<file path="config.mk">
export PLATFORM = sky130hd
export DESIGN_NAME = expmu_scheduler
export DESIGN_NICKNAME = d
export VERILOG_FILES = /design/src/rtl/expmu_scheduler.sv
export SDC_FILE = /design/constraint.sdc
export NUM_CORES = 1
export LEC_CHECK = 0
export BUFFER_PORTS_ARGS = -buffer_cell sky130_fd_sc_hd__buf_2
export CORE_ASPECT_RATIO = 0.7
export CORE_MARGIN = 4
export CORE_UTILIZATION = 48
export DETAILED_ROUTE_END_ITERATION = 7
export PLACE_DENSITY = 0.86
export SYNTH_ARGS = -nofsm -noshare
export SYNTH_HDL_FRONTEND = slang
export SYNTH_SLANG_ARGS = --single-unit
</file>
<file path="constraint.sdc">
create_clock -name CLK -period 2.8 [get_ports CLK]
set_input_delay 0.42 -clock CLK [delete_from_list [all_inputs] [get_ports CLK]]
set_output_delay 0.42 -clock CLK [all_outputs]
set_load 0.1 [all_outputs]
</file>
<file path="src/rtl/expmu_scheduler.sv">
// Round-robin scheduler sharing one CalculateExpMu datapath between N_REQ parameter sets:
// latches the winner's mu/S0, launches the sweep, forwards tagged write-back, then acks or errors.
module expmu_scheduler #(
  parameter int N_REQ   = 4,
  parameter int logN    = 2,
  parameter int logT    = 9,
  parameter int DRAIN   = 8,
  parameter int TIMEOUT = 1024
) (
  input  logic                      CLK,
  input  logic                      iReset,
  input  logic [N_REQ-1:0]          iReq,
  input  logic [18*N_REQ-1:0]       iMuBus,
  input  logic [18*N_REQ-1:0]       iSBus,
  output logic [N_REQ-1:0]          oGrant,
  output logic [N_REQ-1:0]          oAck,
  output logic [N_REQ-1:0]          oErr,
  output logic                      oBusy,
  output logic                      oDpStart,
  output logic [17:0]               oDpMu,
  output logic [17:0]               oDpS,
  input  logic [17:0]               iDpData,
  input  logic [logT-1:0]           iDpAddr,
  input  logic                      iDpDone,
  output logic                      oWrEn,
  output logic [logN+logT-1:0]      oWrAddr,
  output logic [17:0]               oWrData,
  output logic [2:0]                oDbgState
);

  // Handshake: iReq[k] is a level held by requester k until it sees oAck[k] or oErr[k];
  // the scheduler owns the datapath (oGrant[k]) from LAUNCH through ACK and never
  // drops a granted sweep, even if the request falls away meanwhile.

  typedef enum logic [2:0] {
    S_IDLE   = 3'd0,
    S_LAUNCH = 3'd1,
    S_RUN    = 3'd2,
    S_DRAIN  = 3'd3,
    S_ACK    = 3'd4
  } state_t;

  localparam int CW = (TIMEOUT > DRAIN) ? $clog2(TIMEOUT) : $clog2(DRAIN);

  state_t                 state_q;
  logic [logN-1:0]        ptr_q;
  logic [logN-1:0]        idx_q;
  logic [CW-1:0]          cnt_q;
  logic [N_REQ-1:0]       grant_q;
  logic [N_REQ-1:0]       ack_q;
  logic [N_REQ-1:0]       err_q;
  logic                   start_q;
  logic [17:0]            mu_q;
  logic [17:0]            s_q;
  logic                   wr_en_q;
  logic [logN+logT-1:0]   wr_addr_q;
  logic [17:0]            wr_data_q;

  logic                   pick_vld_d;
  logic [logN-1:0]        pick_idx_d;
  logic [logN:0]          slot;

  logic [17:0]            mu_slot [N_REQ];
  logic [17:0]            s_slot  [N_REQ];

  for (genvar g = 0; g < N_REQ; g++) begin : g_slot
    assign mu_slot[g] = iMuBus[18*g +: 18];
    assign s_slot[g]  = iSBus[18*g +: 18];
  end

  // Scan downward so the slot closest to ptr (smallest offset) is written last and wins.
  always_comb begin
    pick_vld_d = 1'b0;
    pick_idx_d = '0;
    slot       = '0;
    for (int i = N_REQ - 1; i >= 0; i--) begin
      slot = {1'b0, ptr_q} + (logN+1)'(i);
      if (slot >= (logN+1)'(N_REQ)) slot = slot - (logN+1)'(N_REQ);
      if (iReq[slot[logN-1:0]]) begin
        pick_vld_d = 1'b1;
        pick_idx_d = slot[logN-1:0];
      end
    end
  end

  always_ff @(posedge CLK) begin
    if (iReset) begin
      state_q   <= S_IDLE;
      ptr_q     <= '0;
      idx_q     <= '0;
      cnt_q     <= '0;
      grant_q   <= '0;
      ack_q     <= '0;
      err_q     <= '0;
      start_q   <= 1'b0;
      mu_q      <= '0;
      s_q       <= '0;
      wr_en_q   <= 1'b0;
      wr_addr_q <= '0;
      wr_data_q <= '0;
    end else begin
      start_q <= 1'b0;
      ack_q   <= '0;
      err_q   <= '0;
      wr_en_q <= (state_q == S_RUN) || (state_q == S_DRAIN);
      if ((state_q == S_RUN) || (state_q == S_DRAIN)) begin
        wr_addr_q <= {idx_q, iDpAddr};
        wr_data_q <= iDpData;
      end
      case (state_q)
        S_IDLE: begin
          if (pick_vld_d) begin
            idx_q   <= pick_idx_d;
            grant_q <= N_REQ'(1) << pick_idx_d;
            mu_q    <= mu_slot[pick_idx_d];
            s_q     <= s_slot[pick_idx_d];
            start_q <= 1'b1;
            state_q <= S_LAUNCH;
          end
        end
        S_LAUNCH: begin
          cnt_q   <= '0;
          state_q <= S_RUN;
        end
        S_RUN: begin
          if (iDpDone) begin
            cnt_q   <= '0;
            state_q <= S_DRAIN;
          end else if (cnt_q == CW'(TIMEOUT - 1)) begin
            err_q   <= grant_q;
            state_q <= S_ACK;
          end else begin
            cnt_q <= cnt_q + CW'(1);
          end
        end
        S_DRAIN: begin
          // Keep write-back open while the mult/exp/mult pipeline flushes.
          if (cnt_q == CW'(DRAIN - 1)) begin
            ack_q   <= grant_q;
            state_q <= S_ACK;
          end else begin
            cnt_q <= cnt_q + CW'(1);
          end
        end
        S_ACK: begin
          grant_q <= '0;
          ptr_q   <= (idx_q == logN'(N_REQ - 1)) ? '0 : idx_q + logN'(1);
          state_q <= S_IDLE;
        end
        default: state_q <= S_IDLE;
      endcase
    end
  end

  assign oGrant    = grant_q;
  assign oAck      = ack_q;
  assign oErr      = err_q;
  assign oBusy     = (state_q != S_IDLE);
  assign oDpStart  = start_q;
  assign oDpMu     = mu_q;
  assign oDpS      = s_q;
  assign oWrEn     = wr_en_q;
  assign oWrAddr   = wr_addr_q;
  assign oWrData   = wr_data_q;
  assign oDbgState = state_q;

endmodule

</file>
== Yosys cells after proc, flatten, opt, wreduce, memory -nomap -nowiden ==
Index checks and enable logic that the tools add are counted.

* Logic and storage cells: 101
* Output and inout bits: 83
* Register bits after elaboration: 96
* Input port bits: 178

* Equal/unequal tests: 12
* $lt $le $gt $ge: 9
* Shift operators: 1
* Bitwise operators: 6
* $add $sub $neg: 9
* Muxes and demuxes: 39
* Reduce and logical (&&, ||, !) cells: 12

{| class="wikitable"
|+ Operator list
! operator !! number
|-
| binary-select mux 18 bit (select 2 bit) || 2
|-
| two-way mux 18 bit || 4
|-
| two-way mux 10 bit || 3
|-
| one-hot mux 10 bit (3 select lines) || 1
|-
| two-way mux 2 bit || 9
|-
| >= comparator 3 bit, second input constant || 4
|-
| < comparator 2 x 3 -> 1 bit, second input constant || 4
|-
| two-way mux 3 bit || 4
|-
| one-hot mux 3 bit (4 select lines) || 1
|-
| adder 10 x 1 -> 10 bit, second input constant || 1
|-
| == test 10 bit, second input constant || 1
|-
| == test 10 x 3 -> 1 bit, second input constant || 1
|-
| two-way mux 1 bit || 9
|-
| binary-select mux 1 bit (select 2 bit) || 4
|-
| one-hot mux 4 bit (2 select lines) || 1
|-
| subtractor 2 x 1 -> 2 bit, second input constant || 4
|-
| adder 2 x 2 -> 3 bit, second input constant || 2
|-
| == test 3 x 2 -> 1 bit, second input constant || 2
|-
| AND reduction 3 bit || 2
|-
| nonzero test 3 bit || 2
|-
| NOT 1 bit || 5
|-
| two-way mux 4 bit || 1
|-
| inequality test 2 bit, second input constant || 2
|-
| AND reduction 2 bit || 2
|-
| 17 further kinds || 17
|}

== Depth between registers and ports, before layout ==
Gate-level depths: netlist of the first run.

* Depth in word-level cells: 13
* Gate-level depth with buffers: 8
* Depth with buffers taken out: 6

== Worst setup path before layout of the first run ==
No wires, ideal clock.

* Path kind: reg2reg
* Start: reg state_q[1] (netlist: oDbgState[1])
* End: reg cnt_q[7]
* Cell stages (with the launch flop): 6
* Required time: 2.741 ns
* Setup slack: 0.441 ns
* Arrival: 2.300 ns
* Setup time: 0.059 ns
* Clock period less this slack: 2.359 ns
* Path buffers: 0
* Path through: dfxtp_1 > nand2b_2 > a311oi_4 > a21oi_2 > or4_1 > nand2_1

* Word-level cells in the longest chain between the ends: 3
* Elaborated cells between the ends (all ways): 8
* Classes of those cells: eq/ne (5); mux (1); reduce/logical (2)

{| class="wikitable"
|+ RTL lines
! item !! RTL line !! RTL
|-
| start: declaration || 45 || <nowiki>state_t state_q;</nowiki>
|-
| start signal: assignment || 88 || <nowiki>state_q <= S_IDLE;</nowiki>
|-
| start signal: assignment || 118 || <nowiki>state_q <= S_LAUNCH;</nowiki>
|-
| start signal: assignment || 123 || <nowiki>state_q <= S_RUN;</nowiki>
|-
| == test 3 x 2 -> 1 bit / == test 3 x 1 -> 1 bit (equally long branches) || 110 || <nowiki>case (state_q)</nowiki>
|-
| inequality test 3 bit (no line), or another cell as far along || -- ||
|-
| AND reduction 3 bit (no line) || -- ||
|-
| end signal: assignment || 133 || <nowiki>cnt_q <= cnt_q + CW'(1);</nowiki>
|-
| end signal: assignment || 142 || <nowiki>cnt_q <= cnt_q + CW'(1);</nowiki>
|-
| end: declaration || 48 || <nowiki>logic [CW-1:0] cnt_q;</nowiki>
|}

Parallel ways exist; a longest one is shown, timed or not.
A chain may end at the register's enable or synchronous reset.

== Worst setup path in the final report of the first run ==
* Start: reg ptr_q[1]
* End: reg mu_q[12] (netlist: oDpMu[12])

* Word-level cells in the longest chain between the ends: 13
* Elaborated cells between the ends (all ways): 36
* Classes of those cells: add/sub (7); order compare (4); mux (23); bitwise (1); reduce/logical (1)

{| class="wikitable"
|+ RTL lines
! item !! RTL line !! RTL
|-
| start: declaration || 46 || <nowiki>logic [logN-1:0] ptr_q;</nowiki>
|-
| start signal: assignment || 147 || <nowiki>ptr_q <= (idx_q == logN'(N_REQ - 1)) ? '0 : idx_q + logN'(1);</nowiki>
|-
| adder 2 x 2 -> 3 bit || 77 || <nowiki>slot = {1'b0, ptr_q} + (logN+1)'(i);</nowiki>
|-
| >= comparator 3 bit / subtractor 2 x 1 -> 2 bit (equally long branches) || 78 || <nowiki>if (slot >= (logN+1)'(N_REQ)) slot = slot - (logN+1)'(N_REQ);</nowiki>
|-
| two-way mux 2 bit || 78 ||
|-
| binary-select mux 1 bit (select 2 bit) || 79 || <nowiki>if (iReq[slot[logN-1:0]]) begin</nowiki>
|-
| two-way mux 1 bit (not written as such) || 79 ||
|-
| two-way mux 2 bit (4 in a row) || 79 ||
|-
| NOT 2 -> 3 bit (not written as such) || 115 || <nowiki>mu_q <= mu_slot[pick_idx_d];</nowiki>
|-
| binary-select mux 18 bit (select 2 bit) || 115 ||
|-
| two-way mux 18 bit (not written as such) (2 in a row) || 115 ||
|-
| end signal: assignment || 115 ||
|-
| end: declaration || 53 || <nowiki>logic [17:0] mu_q;</nowiki>
|}

Parallel ways exist; a longest one is shown, timed or not. The select of a mux whose other input is x is not followed.

==> results of run 1 <==
logic make-up after synthesis:
group	after synthesis	share of synthesized area (%)
buffers and inverters	46	4.47
AO/OA/AOI/OAI	97	14.9
flip-flops	96	42.1
adder cells (fa/ha/maj)	2	0.548
multiplexers	75	16.5
AND/OR/NAND/NOR	177	21.5
sequential cells by signal (all words and copies together), names as in the netlist:
signal,cells
oDpMu,18
oDpS,18
oWrData,18
oWrAddr,11
cnt_q,10
oAck,4
oErr,4
oGrant,4
oDbgState,3
idx_q,2
ptr_q,2
oDpStart,1
oWrEn,1
layout make-up:
type | count | area share [%]
Clock inverter | 5 | 0.720
Sequential cell | 96 | 30.7
Inverter | 10 | 0.600
Timing Repair Buffer | 271 | 22.3
Clock buffer | 11 | 4.04
Tap cell | 124 | 2.48
Multi-Input combinational cell | 351 | 39.1
metal layers:
layer / part of all wire, % / wire [um] / vias up / track usage, %
met1: 41 / 5810 / 2215 / 28.3
met5: 0 / 0 / - / 0
met3: 6.0 / 852 / 23 / 6.15
li1: - / - / 2295 / -
met4: 1.9 / 276 / 0 / 8.26
met2: 51 / 7280 / 171 / 40.6
where the power goes:
group          total, mW  internal, mW  switching [mW]
combinational       2.29         0.452            1.84
sequential          1.66          1.55           0.114
clock               1.21         0.667           0.543
cell usage in the layout (no fill, tap or decap), types with 4 or more instances in the layout:
master,instances
or3_1,6
o21ai_1,4
nand2b_1,5
buf_4,10
clkbuf_16,9
nand3_1,7
inv_1,10
o221ai_1,36
mux2i_1,75
a21oi_1,42
nor2_1,14
buf_2,260
nand2_1,68
nand4_1,4
and2_1,6
nand3b_1,39
dfxtp_1,96
worst max-delay path by stage:
stage,start,end,slack (ns),cells after the start
global placement,iReq[1],oDpMu[16],0.63,6
global route,ptr_q[1],oDpMu[13],0.56,6
detailed placement,iReq[1],oDpS[2],0.55,6
finish,ptr_q[1],oDpMu[12],0.70,6
CTS,ptr_q[1],oDpMu[13],0.72,6
floorplan,oDbgState[1],cnt_q[7],0.44,5
worst reg2reg max path: stages (launching register included):
cell and delay (ns):
dfxtp_1 0.37, a21o_1 0.18, a21oi_1 0.18, o22a_4 0.49, buf_12 0.31, mux2i_1 0.26
o221ai_1 0.15
==> metrics, run 1 <==
Starting Density 49.7%; R2R depth 6; Clock transition at path regs 0.07 ns; DRC Markers 0; top_reg_cell synth dfxtp_1; root buf cell clkbuf_16; CP max-delay cell o22a_4; register area 1920 um2; crit-path cells a21o_1 -> a21oi_1 -> o22a_4 -> buf_12 -> mux2i_1 -> o221ai_1; largest net degree at the start of global routing 45; antenna fix cells 0; PD cells 826 nW/um2; final setup fails 0; number of nets in the layout 919; port buffer count 260; delay-heaviest family, CP compound AO/OA/AOI/OAI gates; CP max FO 30; Synth warnings 0; Layout area overhead 37.1%; Reg-to-Reg End oDpMu[12]; Tmin final 2.10 ns; part of the cycle the worst path needs 74.9%; drt first pass iters 5; Leakage 2.86 nW; worst hold path type in -> reg; Post-Syn Area 4560 um2; maximum VDD drop 513 uV; Area contributors post-synth dfxtp_1, mux2i_1, o221ai_1; initial antenna violation count 0; outcome complete, no violations; multi-input logic area 2450 um2; hold path startpoint iDpData[9]; total grt overflow 0; chip height 89.6 um; Place WS 0.546 ns; Post-CTS Setup Bufs 0; Avg Synthesized Cell Area 9.26 um2; DR vias/cell 5.42; first-pass GRT wire length 21.5 mm; Hold Slack 0.313 ns; share of layout cells above drive strength 1 40.3%; vias in the first global route 4564; CTS hold repair buffers 0; drt wl/cell 16.4 um; register bit total from synthesis 96; CP peak stage delay 0.49 ns; most frequent cell after synthesis dfxtp_1; Hold Path Sink oWrData[9]; Mapped Cells 493; Slew Limit Fails 0; FF-to-FF setup slack 0.70 ns; post_cts resized 0; width of the die 125 um; Iter 0 DRT Violations 292; Core Util, Final 68.2%; Final GP Congestion 0.848; GRT Resource Usage Total 23.2%; number of max-cap violations 0; r2r startpoint ptr_q[1]; DRT Wirelength 14.2 mm; Bufs and invs on worst path 1; slew margin rel. 46.4%; Vias 4704; antenna-violating nets left 0; area leader, netlist dfxtp_1; Yosys top cell area share 42.1%; placed cells 852; Ports 261; Fin Clk Skew 0.00954 ns; Setup crit end kind flop; final non-filler cell area 6260 um2; Critical Path AT 2.27 ns; CTS tree built; post-detail-place hpwl 11.1 mm; hold depth 3; core area 9180 um2; overall die area 11200 um2; final cell count without fillers 868; Setup WS post-layout 0.703 ns; Critical Path RT 2.98 ns; CTS HTree Levels 3; crit start category flop; row cnt 29; Netlist cell types 46; top cells by count, synth dfxtp_1, mux2i_1, nand2_1; Setup TNS Final 0 ns; DP Area 5960 um2; Pwr Total 5.17 mW; cts bufs inserted 9; register area share after synthesis 42.1%; CP Class reg -> reg; Post-Syn Nets 673; filler instances 733; Post-synth EDFFs 0; RSZ-0062 raised after global routing no; Achievable Freq 477 MHz; clk_lat worst skew 0.34 ns; CTS Sinks 96; Final Hold Viols 0; CTS Buffer Depth 2; fraction of registers with async set/reset 0%; Slew @ Worst Pin 0.793 ns
Note: power is estimated with default switching activity, not from simulation.
==> run 2, diff against run 1 <==
--- a/config.mk
+++ b/config.mk
@@ -8,9 +8,9 @@
 export BUFFER_PORTS_ARGS = -buffer_cell sky130_fd_sc_hd__buf_2
 export CORE_ASPECT_RATIO = 0.7
 export CORE_MARGIN = 4
-export CORE_UTILIZATION = 48
+export CORE_UTILIZATION = 44
 export DETAILED_ROUTE_END_ITERATION = 7
-export PLACE_DENSITY = 0.86
+export PLACE_DENSITY = 0.8
 export SYNTH_ARGS = -nofsm -noshare
 export SYNTH_HDL_FRONTEND = slang
 export SYNTH_SLANG_ARGS = --single-unit
==> constraint.sdc (replaced) <==
create_clock -name CLK -period 2.05 [get_ports CLK]
set_input_delay 0.3075 -clock CLK [delete_from_list [all_inputs] [get_ports CLK]]
set_output_delay 0.3075 -clock CLK [all_outputs]
set_load 0.1 [all_outputs]
==> run 2 against run 1 <==
Global-route usage is 0.66 points lower. Clock power is 45% higher. Setup slack worse by 0.56 ns. Highest routed layer unchanged. Combinational power is 40% higher. Cell count is 1.7% higher. First-iteration DRC count is 4.5% higher. Via count is 0.66% higher. Largest power group unchanged.
==> metrics, run 2 (synthesis results as in run 1) <==
initial antenna violation count 0; commonest non-fill, non-tap cell in the layout buf_2; Leakage 2.94 nW; antenna fix cells 0; CTS HTree Levels 3; Iter 0 DRT Violations 305; row cnt 30; DRT Wirelength 14.5 mm; Final Hold Viols 0; Crit path depth 6; RSZ-0062 raised after global routing no; hold path startpoint iDpData[8]; clk_lat worst skew 0.35 ns; DRC Markers 0; Starting Density 46.0%; most frequent cells in the layout buf_2, dfxtp_1, mux2i_1; outcome complete, no violations; Achievable Freq 524 MHz; share of layout cells above drive strength 1 41.6%; placed cells 867; CP max FO 15; Slew @ Worst Pin 0.513 ns; crit path launch ptr_q[1]; CTS Buffer Depth 2; final setup fails 0; CTS hold repair buffers 0; post-detail-place hpwl 11.2 mm; width of the die 130 um; root buf cell clkbuf_16; Setup crit end kind flop; largest net degree at the start of global routing 37; Ports 261; Final GP Congestion 0.907; antenna-violating nets left 0; DR vias/cell 5.36; crit start category flop; Layout area overhead 40.4%; CP max-delay cell dfxtp_1; Clock transition at path regs 0.07 ns; Setup TNS Final 0 ns; Fin Clk Skew 0.0104 ns; worst hold path type in -> reg; Tmin final 1.91 ns; number of max-cap violations 0; filler instances 795; r2r startpoint ptr_q[1]; Slew Limit Fails 0; hold depth 3; final cell count without fillers 883; Critical Path AT 2.12 ns; drt first pass iters 5; vias in the first global route 4614; overall die area 12100 um2; Critical Path RT 2.26 ns; drt wl/cell 16.4 um; GRT Resource Usage Total 22.6%; slew margin rel. 66.1%; CP Class reg -> reg; Bufs and invs on worst path 1; crit-path cells a21o_1 -> a21oi_1 -> o22a_4 -> buf_4 -> mux2i_1 -> o221ai_1; cts bufs inserted 9; PD cells 1130 nW/um2; port buffer count 260; first-pass GRT wire length 22.2 mm; chip height 93.2 um; core area 9910 um2; CTS Sinks 96; part of the cycle the worst path needs 93.1%; delay-heaviest family, CP compound AO/OA/AOI/OAI gates; CTS tree built; CP peak stage delay 0.37 ns; R2R depth 6; number of nets in the layout 930; maximum VDD drop 689 uV; Vias 4735; total grt overflow 0
## run 2: cell count changes in the layout (fill, tap and decap cells not counted), sizes merged
cell,before,now
buf,271,282
bufinv,0,1
clkbuf,11,10
clkinv,0,2
clkinvlp,1,0
inv,14,13
## run 2: tightest hold or removal path: stages
cell and delay (ns):
buf_2 0.09, nand2_1 0.04, a21oi_1 0.05
## run 2: worst paths after layout
kind | end | slack [ns]
worst min register to register | oWrData[9] | 0.45
worst max-delay path | oDpS[2] | 0.14
worst max register to register | oDpS[2] | 0.14
worst min-delay path | oWrData[8] | 0.19
## run 2: layer usage
layer	wire length (um)	track usage, %	vias up
met4	272	7.01	0
li1	-	-	2313
met5	0	0	-
met1	5820	28.2	2220
met3	987	6.28	28
met2	7400	37.8	174
## run 2: metrics by stage
stage | hold slack (ns) | utilization (%) | power (mW) | worst slack (ns) | instance area, um2
6_report | 0.193 | 64.7 | 7.24 | 0.142 | 6410
5_1_grt | 0.190 | 64.7 | 7.51 | 0.00901 | 6410
4_1_cts | 0.184 | 64.6 | 7.26 | 0.0159 | 6400
3_5_place_dp | 0.443 | 61.4 | 5.51 | 0.0504 | 6090
3_3_place_gp | 0.438 | 61.4 | 5.46 | 0.106 | 6090
2_1_floorplan | 0.444 | - | 4.81 | 0.0814 | 4570
## run 2: power breakdown
| group | switching (mW) | internal, mW |
|---|---|---|
| logic | 2.53 | 0.674 |
| registers | 0.161 | 2.12 |
| clock network | 0.757 | 0.997 |
## run 2: cell type report
class	count	area [um2]	share of cell area (%)
inverters	10	37.5	0.586
repair buffers	282	1520	23.7
clock inverters	6	72.6	1.13
multi-input cells	351	2460	38.3
flip-flops and latches	96	1930	30.1
clock buffers	10	239	3.73
well taps	128	160	2.50
## run 2: repair_timing
item                                    CTS  global route
setup buffers                             0             0
endpoints found under the setup margin    0             4
resized for setup                         0             1
